==> config.mk <==
export PLATFORM = sky130hd
export DESIGN_NAME = irq_pending_ctrl_flat
export DESIGN_NICKNAME = d
export VERILOG_FILES = /design/src/rtl/irq_pending_ctrl_if.sv /design/src/rtl/irq_pending_ctrl.sv /design/src/flat_wrapper.sv
export SDC_FILE = /design/constraint.sdc
export NUM_CORES = 1
export LEC_CHECK = 0
export ABC_AREA = 1
export CAP_MARGIN = 40
export CORE_ASPECT_RATIO = 1.4
export CORE_MARGIN = 2
export CORE_UTILIZATION = 41
export CTS_CLUSTER_DIAMETER = 100
export CTS_CLUSTER_SIZE = 14
export DETAILED_ROUTE_END_ITERATION = 6
export PLACE_DENSITY_LB_ADDON = 0.15
export SLEW_MARGIN = 30
export SYNTH_ARGS = -nofsm -noshare
export SYNTH_HDL_FRONTEND = slang
export SYNTH_SLANG_ARGS = --single-unit
==> constraint.sdc <==
create_clock -name clk -period 1.25 [get_ports clk]
set_input_delay 0.25 -clock clk [delete_from_list [all_inputs] [get_ports clk]]
set_output_delay 0.25 -clock clk [all_outputs]
set_load 0.005 [all_outputs]
==> src/rtl/irq_pending_ctrl_if.sv <==
// Claim handshake between the pending controller and the interrupt consumer.
// master = controller side, slave = consumer side.
interface irq_pending_ctrl_if #(
   parameter int IDX_WIDTH = 3
);
   logic                 irq_req;
   logic [IDX_WIDTH-1:0] irq_idx;
   logic                 irq_ack;
   logic                 eoi;
   logic                 busy;

   modport master (
      output irq_req,
      output irq_idx,
      output busy,
      input  irq_ack,
      input  eoi
   );

   modport slave (
      input  irq_req,
      input  irq_idx,
      input  busy,
      output irq_ack,
      output eoi
   );
endinterface

==> src/rtl/irq_pending_ctrl.sv <==
// Edge-latching pending register feeding an external priority encoder, with a
// req/ack/eoi claim FSM. Define IRQ_PENDING_SYNC_EN to synchronize irq_in first.
module irq_pending_ctrl #(
   parameter int NUM_INPUTS = 8,
   parameter int IDX_WIDTH  = $clog2(NUM_INPUTS)
) (
   input  logic                  clk,
   input  logic                  rst_n,
   input  logic [NUM_INPUTS-1:0] irq_in,
   input  logic [NUM_INPUTS-1:0] irq_mask,
   output logic [NUM_INPUTS-1:0] pending_out,
   input  logic [IDX_WIDTH-1:0]  enc_result,
   input  logic                  enc_valid,
   irq_pending_ctrl_if.master    claim
);

   typedef enum logic [1:0] {
      IDLE,
      REQ,
      SERVICE
   } state_t;

   state_t                state;
   state_t                state_nx;
   logic [NUM_INPUTS-1:0] src;
   logic [NUM_INPUTS-1:0] prev;
   logic [NUM_INPUTS-1:0] pending;
   logic [NUM_INPUTS-1:0] edges;
   logic [NUM_INPUTS-1:0] clr;
   logic                  req_q;
   logic                  req_nx;
   logic [IDX_WIDTH-1:0]  idx_q;
   logic [IDX_WIDTH-1:0]  idx_nx;
   logic                  take;

`ifdef IRQ_PENDING_SYNC_EN
   logic [NUM_INPUTS-1:0] sync1;
   logic [NUM_INPUTS-1:0] sync2;

   always_ff @(posedge clk or negedge rst_n) begin
      if (!rst_n) begin
         sync1 <= '0;
         sync2 <= '0;
      end else begin
         sync1 <= irq_in;
         sync2 <= sync1;
      end
   end

   assign src = sync2;
`else
   assign src = irq_in;
`endif

   assign edges = src & ~prev;
   assign clr   = take ? (NUM_INPUTS'(1) << idx_q) : '0;

   always_comb begin
      state_nx = state;
      req_nx   = req_q;
      idx_nx   = idx_q;
      take     = 1'b0;
      unique case (state)
         IDLE: begin
            if (enc_valid) begin
               idx_nx   = enc_result;
               req_nx   = 1'b1;
               state_nx = REQ;
            end
         end
         REQ: begin
            if (claim.irq_ack) begin
               take     = 1'b1;
               req_nx   = 1'b0;
               state_nx = SERVICE;
            end
         end
         SERVICE: begin
            if (claim.eoi) state_nx = IDLE;
         end
         default: begin
            req_nx   = 1'b0;
            state_nx = IDLE;
         end
      endcase
   end

   // A fresh edge on the bit being claimed survives the clear.
   always_ff @(posedge clk or negedge rst_n) begin
      if (!rst_n) begin
         prev    <= '0;
         pending <= '0;
         state   <= IDLE;
         req_q   <= 1'b0;
         idx_q   <= '0;
      end else begin
         prev    <= src;
         pending <= (pending & ~clr) | edges;
         state   <= state_nx;
         req_q   <= req_nx;
         idx_q   <= idx_nx;
      end
   end

   assign pending_out   = pending & irq_mask;
   assign claim.irq_req = req_q;
   assign claim.irq_idx = idx_q;
   assign claim.busy    = (state != IDLE);

endmodule

==> src/flat_wrapper.sv <==
// flat-port wrapper written by rule: the top's interface ports become plain ports
module irq_pending_ctrl_flat 
#(
   parameter int NUM_INPUTS = 8,
   parameter int IDX_WIDTH  = $clog2(NUM_INPUTS)
)
  (clk, rst_n, irq_in, irq_mask, pending_out, enc_result, enc_valid, claim_irq_req, claim_irq_idx, claim_busy, claim_irq_ack, claim_eoi);
  irq_pending_ctrl_if #(.IDX_WIDTH(IDX_WIDTH)) claim_i ();
  input  logic clk;
  input  logic rst_n;
  input  logic [NUM_INPUTS-1:0] irq_in;
  input  logic [NUM_INPUTS-1:0] irq_mask;
  output logic [NUM_INPUTS-1:0] pending_out;
  input  logic [IDX_WIDTH-1:0] enc_result;
  input  logic enc_valid;
  output wire logic [$bits(claim_i.irq_req)-1:0] claim_irq_req;
  output wire logic [$bits(claim_i.irq_idx)-1:0] claim_irq_idx;
  output wire logic [$bits(claim_i.busy)-1:0] claim_busy;
  input wire logic [$bits(claim_i.irq_ack)-1:0] claim_irq_ack;
  input wire logic [$bits(claim_i.eoi)-1:0] claim_eoi;
  assign claim_irq_req = claim_i.irq_req;
  assign claim_irq_idx = claim_i.irq_idx;
  assign claim_busy = claim_i.busy;
  assign claim_i.irq_ack = claim_irq_ack;
  assign claim_i.eoi = claim_eoi;
  irq_pending_ctrl #(.NUM_INPUTS(NUM_INPUTS), .IDX_WIDTH(IDX_WIDTH)) u_core (.clk(clk), .rst_n(rst_n), .irq_in(irq_in), .irq_mask(irq_mask), .pending_out(pending_out), .enc_result(enc_result), .enc_valid(enc_valid), .claim(claim_i));
endmodule
# ---- After elaboration in Yosys (flattened, before gate mapping)
# Index checks and enable logic that the tools add are counted.
dict set report totals {
  wordCells 33
  out_inout_bits 13
  mem_bits_ro 0
  mem_bits_rw 0
  reg_bits 22
  n_memories 0
  inputBits 24
  latch_bits 0
}
dict set report op_classes {
  n_reduce_logical 5
  eq_ne 5
  div_mod_pow 0
  bitwise_logic 7
  shifts 1
  n_mux 10
  add_sub_neg 0
  magnitude_cmp 0
  mul 0
}
# operator n
set ops {}
lappend ops {{$and A8 B8 Y8} 3}
lappend ops {{$not A8 Y8} 2}
lappend ops {{$mux W8} 1}
lappend ops {{$or A8 B8 Y8} 1}
lappend ops {{$shl A1 B3 Y8 const A} 1}
lappend ops {{$mux W2} 3}
lappend ops {{$ne A2 B2 Y1 const B} 3}
lappend ops {{$pmux W2 S3} 1}
lappend ops {{$reduce_and A3 Y1} 2}
lappend ops {{$mux W1} 4}
lappend ops {{$pmux W1 S3} 1}
lappend ops {{$eq A2 B1 Y1 const B} 1}
lappend ops {{$eq A2 B2 Y1 const B} 1}
lappend ops {{$logic_not A2 Y1} 1}
lappend ops {{$reduce_and A2 Y1} 1}
lappend ops {{$reduce_bool A2 Y1} 1}
lappend ops {{$not A1 Y1} 1}

# ---- Depth between registers and ports, before layout
# Gate-level depths: netlist of run 1.
dict set report logic_depth {
  depth_word 6
  ltp_mapped 6
}

# ---- Worst setup path before layout of run 1
# OpenSTA, ideal clock, no wires.
dict set report synth_timing {
  path_kind {reg-to-reg}
  from {reg u_core.state[0]}
  to {reg u_core.idx_q[2] (netlist: u_core.claim.irq_idx[2])}
  required_time_ns 1.127
  period_less_slack_ns 0.915
  path_slack_ns 0.335
  stages_incl_launch_ff 5
  setup_ns 0.123
  path_buffers 0
  t_arrival_ns 0.792
  cell_sequence {dfrtp_1 > nor2_1 > nand2_2 > nor2_1 > a21oi_1}
}
dict set report synth_via {
  elab_chain_len 2
}
# element line
set synth_rtl {}
lappend synth_rtl {{start, declared} irq_pending_ctrl.sv:23} ;# state_t state;
lappend synth_rtl {{start signal, assigned} irq_pending_ctrl.sv:99} ;# state <= state_nx;
lappend synth_rtl {{$logic_not A2 Y1} irq_pending_ctrl.sv:63} ;# unique case (state)
lappend synth_rtl {{$reduce_and A2 Y1 (no line)} n/a}
lappend synth_rtl {{end signal, assigned} irq_pending_ctrl.sv:101} ;# idx_q <= idx_nx;
lappend synth_rtl {{end, declared} irq_pending_ctrl.sv:32} ;# logic [IDX_WIDTH-1:0] idx_q;
# Every way passes these cells.
# A chain may end at the register's enable or synchronous reset.

# ---- Worst setup path after layout of run 1
dict set report layout_timing {
  from {reg u_core.state[1]}
  to {out claim_busy}
}
dict set report layout_via {
  elab_chain_len 1
}
# element line
set layout_rtl {}
lappend layout_rtl {{$reduce_bool A2 Y1} irq_pending_ctrl.sv:108} ;# assign claim.busy = (state != IDLE);
lappend layout_rtl {{end, declared} flat_wrapper.sv:18} ;# output wire logic [$bits(claim_i.busy)-1:0] claim_busy;
# Every way passes these cells.

==> results of run 1 <==
worst max-delay path: cells and delay by family (launching register included):
family	cells	cell delay (ps)
buffers and inverters	2	150
AND/OR/NAND/NOR	1	130
flip-flops	1	420
metal layers:
layer	up-vias	global-route usage (%)	share of wire [%]
met5	-	0	0
met1	375	18.8	41
met3	6	2.11	5.0
met2	27	27.9	52
met4	0	9.96	2.5
li1	433	-	-
final cells by class:
type / instances / area [µm²]
Clock buffer: 3 / 22.5
Fill cell: 186 / 769
Inverter: 23 / 88.8
Multi-Input combinational cell: 69 / 290
Sequential cell: 22 / 551
Tap cell: 22 / 27.5
Timing Repair Buffer: 48 / 403
power by group:
part	switching [mW]	leakage (nW)	internal (mW)
clock	0.197	0.0138	0.112
sequential	0.0918	0.236	0.877
combinational	0.489	0.506	0.510
total	0.778	0.756	1.50
worst paths after layout:
path                                                        from                               end  slack [ps]  cells past startpoint
worst max-delay path                 u_core.state[1]$_DFFE_PN0P_                        claim_busy          -8                      3
worst min-delay path                                       rst_n       u_core.state[1]$_DFFE_PN0P_         280                      2
worst max register to register       u_core.state[1]$_DFFE_PN0P_       u_core.pending[1]$_DFF_PN0_          90                      7
worst min register to register  u_core.claim.irq_req$_DFFE_PN0P_  u_core.claim.irq_req$_DFFE_PN0P_         490                      2
max in group asynchronous                                  rst_n       u_core.pending[0]$_DFF_PN0_         750                      2
min in group clk                                       irq_in[0]          u_core.prev[0]$_DFF_PN0_         400                      1
placed cells by master, fill, tap and decap left out, drive strengths merged:
cell	synthesis	layout
nand2	48	48
clkdlybuf4s50	0	23
inv	23	23
dfrtp	22	22
buf	0	14
nor2	12	12
clkbuf	0	10
nand3	3	3
a21oi	3	3
dlygate4sd2	0	2
clkdlybuf4s15	0	2
o21ai	1	1
o21bai	1	1
o31ai	1	1
metrics by stage:
stage                     setup TNS (ps)  total power, mW  instance area [µm²]  worst slack [ps]  instances
after floorplan                        0             1.42                  925               335        114
after global placement             -2550             1.92                 1350              -283        177
after detailed placement           -2720             1.96                 1350              -305        177
after CTS                          -65.2             2.29                 1410             -65.2        186
after global routing               -65.0             2.45                 1380             -65.0        187
final                              -8.08             2.28                 1380             -8.08        187
logic make-up after synthesis:
| family | after synthesis | synth area share, % |
|---|---|---|
| compound gates | 6 | 3.79 |
| buf+inv | 23 | 9.34 |
| flops | 22 | 59.5 |
| simple gates | 63 | 27.3 |
registers in the layout, indices dropped and copies added, names as in the netlist:
name / flops
u_core.prev: 8
u_core.claim.irq_idx: 3
u_core.state: 2
u_core.claim.irq_req: 1
u_core.pending: 8
what timing repair did:
action,CTS,global route
endpoints found under the setup margin,13,10
buffers inserted,6,1
resized for setup,27,10
pin swaps,5,1
endpoints found under the hold margin,0,0
==> qor_table.md, run 1 <==
| Result | Value | Unit |
|:---|:---|:---|
| Horizontal die dimension | 44.1 | µm |
| Initial antenna violation count | 0 | - |
| Post-synth net total | 138 | - |
| Root Buffer | clkbuf_4 | - |
| Final core area utilization | 64.2 | % |
| Number of synthesized flops with an enable pin | 0 | - |
| Routed length per placed instance | 10.3 | µm |
| Worst hold-check slack | 280 | ps |
| Pin count of the biggest net entering global routing | 23 | - |
| Syn avg cell area | 8.11 | µm² |
| Clock latency on the worst-skew pair | 300 | ps |
| Timing-limited maximum frequency | 0.795 | GHz |
| Die H | 60.2 | µm |
| Vias | 841 | - |
| Row Count | 20 | - |
| Hold-fix buffers, CTS | 0 | - |
| Total overflow reported by the global router | 0 | - |
| Initial core utilization | 43.0 | % |
| Share of final-layout standard cells stronger than drive strength 1 | 17.6 | % |
| RSZ-0062 raised after global routing | yes | - |
| CP Cell Sequence | nor2_2, inv_1, clkbuf_2 | - |
| Total clock sinks | 22 | - |
| Most frequent cell after synthesis | nand2_1 | - |
| Most frequent cells after synthesis | nand2_1 (46), dfrtp_1 (22), inv_1 (22) | - |
| Kind of critical path | reg -> out | - |
| Signal arrival time at the worst endpoint | 1010 | ps |
| Static leakage | 0.756 | nW |
| Ant diodes | 0 | - |
| Clock-pin slew on the worst setup and hold paths | 110 | ps |
| Worst path required time | 1000 | ps |
| Global-route wire length before repair | 3.19 | mm |
| Crit path largest cell delay | 420 | ps |
| Async SR Flop Fraction | 100 | % |
| Port buffer count | 36 | - |
| Routed WL | 1.93 | mm |
| Syn Std Cell Area | 925 | µm² |
| Final worst-path cycle share | 101 | % |
| Gate Count Post-Synth | 114 | - |
| Top-level port count | 37 | - |
| Critical Path Sink Type | primary output | - |
| Final estimated routing congestion in global placement | 0.698 | - |
| CTS H-Tree Depth | 1 | - |
| Warnings, synthesis | 0 | - |
| Initial DRT Pass Iterations | 4 | - |
| Post-synth top flop | dfrtp_1 | - |
| Power per cell area | 1650 | nW/µm² |
| Core Area | 2150 | µm² |
| Vias in the first global route | 813 | - |
| Worst Tran Pin Value | 275 | ps |
| Hold crit path type | in -> async | - |
| Highest fanout seen on the critical path | 2 | - |
| Post-DP HPWL | 1.45 | mm |
| Number of flip-flops and latches in the synthesized netlist | 22 | - |
| Maximum clock insertion buffer count | 2 | - |
| Post-synth top area cell | dfrtp_1 | - |
| Ratio of routed vias to standard cells | 4.50 | - |
| Min Clock Period, post-route | 1260 | ps |
| Fraction of synthesized cell area taken by the top area cell type | 59.5 | % |
| Master of the slowest instance on the critical path | dfrtp_1 | - |
| Result of the run | complete, but fails checks | - |
| Final setup margin | -8.08 | ps |
| Max capacitance violation total | 0 | - |
| Proportion of synthesized chip area in sequential cells | 59.5 | % |
| Number of buffers inserted during clock tree synthesis | 3 | - |
| Die Area | 2660 | µm² |
| Rel. slew slack | 81.7 | % |
| Peak VDD IR | 696 | µV |
| DRC Markers | 0 | - |
| Residual antenna-violating net count after detailed routing | 0 | - |
| Post-synth cell types | 12 | - |
| Failing checks | negative setup slack | - |
| Final count of pins violating max slew | 0 | - |
| Number of failing hold endpoints at the final stage | 0 | - |
| Starting DRT DRC Count | 10 | - |
| Clock tree from TritonCTS | built | - |
| Final Net Count | 191 | - |
| Max Clock Skew | 5.99 | ps |
| Final setup fails | 1 | - |
| Kind of start point of the critical path | flop | - |
| Total Routing Usage GR | 16.3 | % |
| Layout Area Growth over Synthesis | 49.5 | % |
| Top post-synthesis cells by area | dfrtp_1 (60%), nand2_1 (19%), inv_1 (8.9%), nor2_1 (4.5%), a21oi_1 (1.6%) | - |
(Power assumes the default switching activity.)
==> run 2: changes to the inputs <==
--- a/config.mk
+++ b/config.mk
@@ -13,7 +13,9 @@
 export CTS_CLUSTER_DIAMETER = 100
 export CTS_CLUSTER_SIZE = 14
 export DETAILED_ROUTE_END_ITERATION = 6
+export GPL_ROUTABILITY_DRIVEN = 0
 export PLACE_DENSITY_LB_ADDON = 0.15
+export SKIP_LAST_GASP = 1
 export SLEW_MARGIN = 30
 export SYNTH_ARGS = -nofsm -noshare
 export SYNTH_HDL_FRONTEND = slang
==> run 2 against run 1 <==
The flow still finishes with violations (negative setup slack). Critical path type unchanged. Largest power group unchanged. Largest cell class unchanged. Die area did not move. Critical endpoint unchanged. Sequential share of layout area grew 0.072 points. Via count shrank 0.12%. Combinational power down 1%.
==> qor_table.md, run 2 (synthesis results as in run 1) <==
| Result | Value | Unit | Change |
|:---|:---|:---|:---|
| RSZ-0062 raised after global routing | yes | - | unchanged |
| Clock tree from TritonCTS | built | - | unchanged |
| Row Count | 20 | - | unchanged |
| Total power of the final layout | 2.27 | mW | was 2.28 mW |
| Final setup margin | -6.92 | ps | was -8.08 ps |
| Fill cells | 187 | - | was 186 |
| Cell type group with the largest total delay on the critical path | flip-flops | - | unchanged |
| Timing-limited maximum frequency | 0.796 | GHz | was 0.795 GHz |
| Multi-input logic area | 290 | µm² | unchanged |
| Total clock sinks | 22 | - | unchanged |
| Result of the run | complete, but fails checks | - | unchanged |
| Total overflow reported by the global router | 0 | - | unchanged |
| Worst hold-check slack | 280 | ps | about the same |
| Final Net Count | 191 | - | unchanged |
| Port buffer count | 36 | - | unchanged |
| Die H | 60.2 | µm | unchanged |
| Most common cell after layout, fill and taps aside | nand2_1 | - | unchanged |
| Reg area | 551 | µm² | unchanged |
| Ant diodes | 0 | - | unchanged |
| Global-route wire length before repair | 3.20 | mm | was 3.19 mm |
| Master of the slowest instance on the critical path | dfrtp_1 | - | unchanged |
| Core Area | 2150 | µm² | unchanged |
| Max Clock Skew | 5.90 | ps | was 5.99 ps |
| Critical Path Sink Type | primary output | - | unchanged |
| Failing checks | negative setup slack | - | unchanged |
| Total Routing Usage GR | 16.3 | % | about the same |
| Final setup fails | 1 | - | unchanged |
| Initial antenna violation count | 0 | - | unchanged |
| Static leakage | 0.755 | nW | was 0.756 nW |
| Final core area utilization | 64.1 | % | was 64.2% |
| Kind of critical path | reg -> out | - | unchanged |
| Count of buffer and inverter cells on the critical path | 2 | - | unchanged |
| Post-DP HPWL | 1.45 | mm | unchanged |
| Post-route insts no fill | 187 | - | unchanged |
| Share of final-layout standard cells stronger than drive strength 1 | 17.6 | % | unchanged |
| Number of placed instances, taps included | 177 | - | unchanged |
| Ratio of routed vias to standard cells | 4.49 | - | was 4.50 |
| Signal arrival time at the worst endpoint | 1010 | ps | about the same |
| Power per cell area | 1640 | nW/µm² | was 1650 nW/µm² |
| Highest fanout seen on the critical path | 2 | - | unchanged |
| Layout Area Growth over Synthesis | 49.3 | % | was 49.5% |
| CP Cell Sequence | nor2_2, inv_1, clkbuf_2 | - | unchanged |
| Vias in the first global route | 819 | - | was 813 |
| Crit path largest cell delay | 420 | ps | about the same |
| CTS H-Tree Depth | 1 | - | unchanged |
| Number of buffers inserted during clock tree synthesis | 3 | - | unchanged |
| Starting DRT DRC Count | 12 | - | was 10 |
| Residual antenna-violating net count after detailed routing | 0 | - | unchanged |
| Maximum clock insertion buffer count | 2 | - | unchanged |
| Worst path required time | 1000 | ps | about the same |
| Hold crit path type | in -> async | - | unchanged |
| Clock-pin slew on the worst setup and hold paths | 110 | ps | about the same |
| Final worst-path cycle share | 101 | % | about the same |
| Vias | 840 | - | was 841 |
| Kind of start point of the critical path | flop | - | unchanged |
| Worst Tran Pin Value | 275 | ps | about the same |
| Number of failing hold endpoints at the final stage | 0 | - | unchanged |
| Top library cells by usage in the layout, fill and taps aside | nand2_1 (46), clkdlybuf4s50_1 (23), inv_1 (22), dfrtp_1 (22), buf_4 (12) | - | unchanged |
| Horizontal die dimension | 44.1 | µm | unchanged |
| Final count of pins violating max slew | 0 | - | unchanged |
| Rel. slew slack | 81.7 | % | about the same |
| Max capacitance violation total | 0 | - | unchanged |
| Peak VDD IR | 694 | µV | was 696 µV |
| Min Clock Period, post-route | 1260 | ps | about the same |
| Initial DRT Pass Iterations | 4 | - | unchanged |
| Pin count of the biggest net entering global routing | 23 | - | unchanged |
| DRC Markers | 0 | - | unchanged |
| Routed WL | 1.93 | mm | about the same |
| Hold-fix buffers, CTS | 0 | - | unchanged |
| Die Area | 2660 | µm² | unchanged |
| Routed length per placed instance | 10.3 | µm | about the same |
| Root Buffer | clkbuf_4 | - | unchanged |
| Clock latency on the worst-skew pair | 300 | ps | about the same |
| Initial core utilization | 43.0 | % | unchanged |
| Top-level port count | 37 | - | unchanged |
==> run 2: cell counts in the layout (fill, tap and decap cells not counted) <==
Identical to the previous run, type by type.
==> run 2: report_power, final <==
| part | leakage (nW) | internal [mW] | total [mW] | switching, mW |
|---|---|---|---|---|
| registers | 0.236 | 0.877 | 0.968 | 0.0916 |
| clock network | 0.0138 | 0.112 | 0.309 | 0.197 |
| logic | 0.505 | 0.506 | 0.989 | 0.483 |
==> run 2: area by class of cell <==
cell class | count | area share, %
flip-flops and latches | 22 | 39.9
repair buffers | 48 | 29.2
multi-input cells | 69 | 21.0
inverters | 23 | 6.26
well taps | 22 | 1.99
clock buffers | 3 | 1.63
==> run 2: final timing paths <==
path | start | to | slack [ps] | depth (start not counted)
min in group clk | irq_in[0] | u_core.prev[0]$_DFF_PN0_ | 400 | 1
worst min register to register | u_core.claim.irq_req$_DFFE_PN0P_ | u_core.claim.irq_req$_DFFE_PN0P_ | 490 | 2
max in group asynchronous | rst_n | u_core.pending[0]$_DFF_PN0_ | 750 | 2
worst min-delay path | rst_n | u_core.state[1]$_DFFE_PN0P_ | 280 | 2
worst max register to register | u_core.state[1]$_DFFE_PN0P_ | u_core.pending[1]$_DFF_PN0_ | 80 | 7
worst max-delay path | u_core.state[1]$_DFFE_PN0P_ | claim_busy | -7 | 3
==> run 2: per-stage QoR <==
stage               setup slack [ps]  instance area (µm²)  TNS, ps
finish                         -6.92                 1380    -6.92
global route                   -65.0                 1380    -72.9
CTS                             -122                 1400     -122
detailed placement              -305                 1350    -2720
global placement                -283                 1350    -2550
floorplan                        335                  925        0
==> run 2: repair_timing <==
action / in CTS / in global routing
buffers inserted: 6 / 1
endpoints found under the hold margin: 0 / 0
setup endpoints to repair: 13 / 10
pin swaps: 5 / 1
resized for setup: 26 / 10
==> run 2: per-layer routing <==
layer / global-route usage, % / up-vias / share of wire, %
met5: 0 / - / 0
met4: 9.96 / 0 / 2.5
met3: 2.11 / 6 / 5.0
met2: 28.2 / 27 / 52
met1: 18.8 / 373 / 41
li1: - / 434 / -
==> run 3: changes to the inputs <==
--- a/config.mk
+++ b/config.mk
@@ -6,6 +6,7 @@
 export NUM_CORES = 1
 export LEC_CHECK = 0
 export ABC_AREA = 1
+export ABC_CLOCK_PERIOD_IN_PS = 1250
 export CAP_MARGIN = 40
 export CORE_ASPECT_RATIO = 1.4
 export CORE_MARGIN = 2
==> results of run 3 <==
Same layout as run 2: the final DEF is identical, and so are final timing and power.
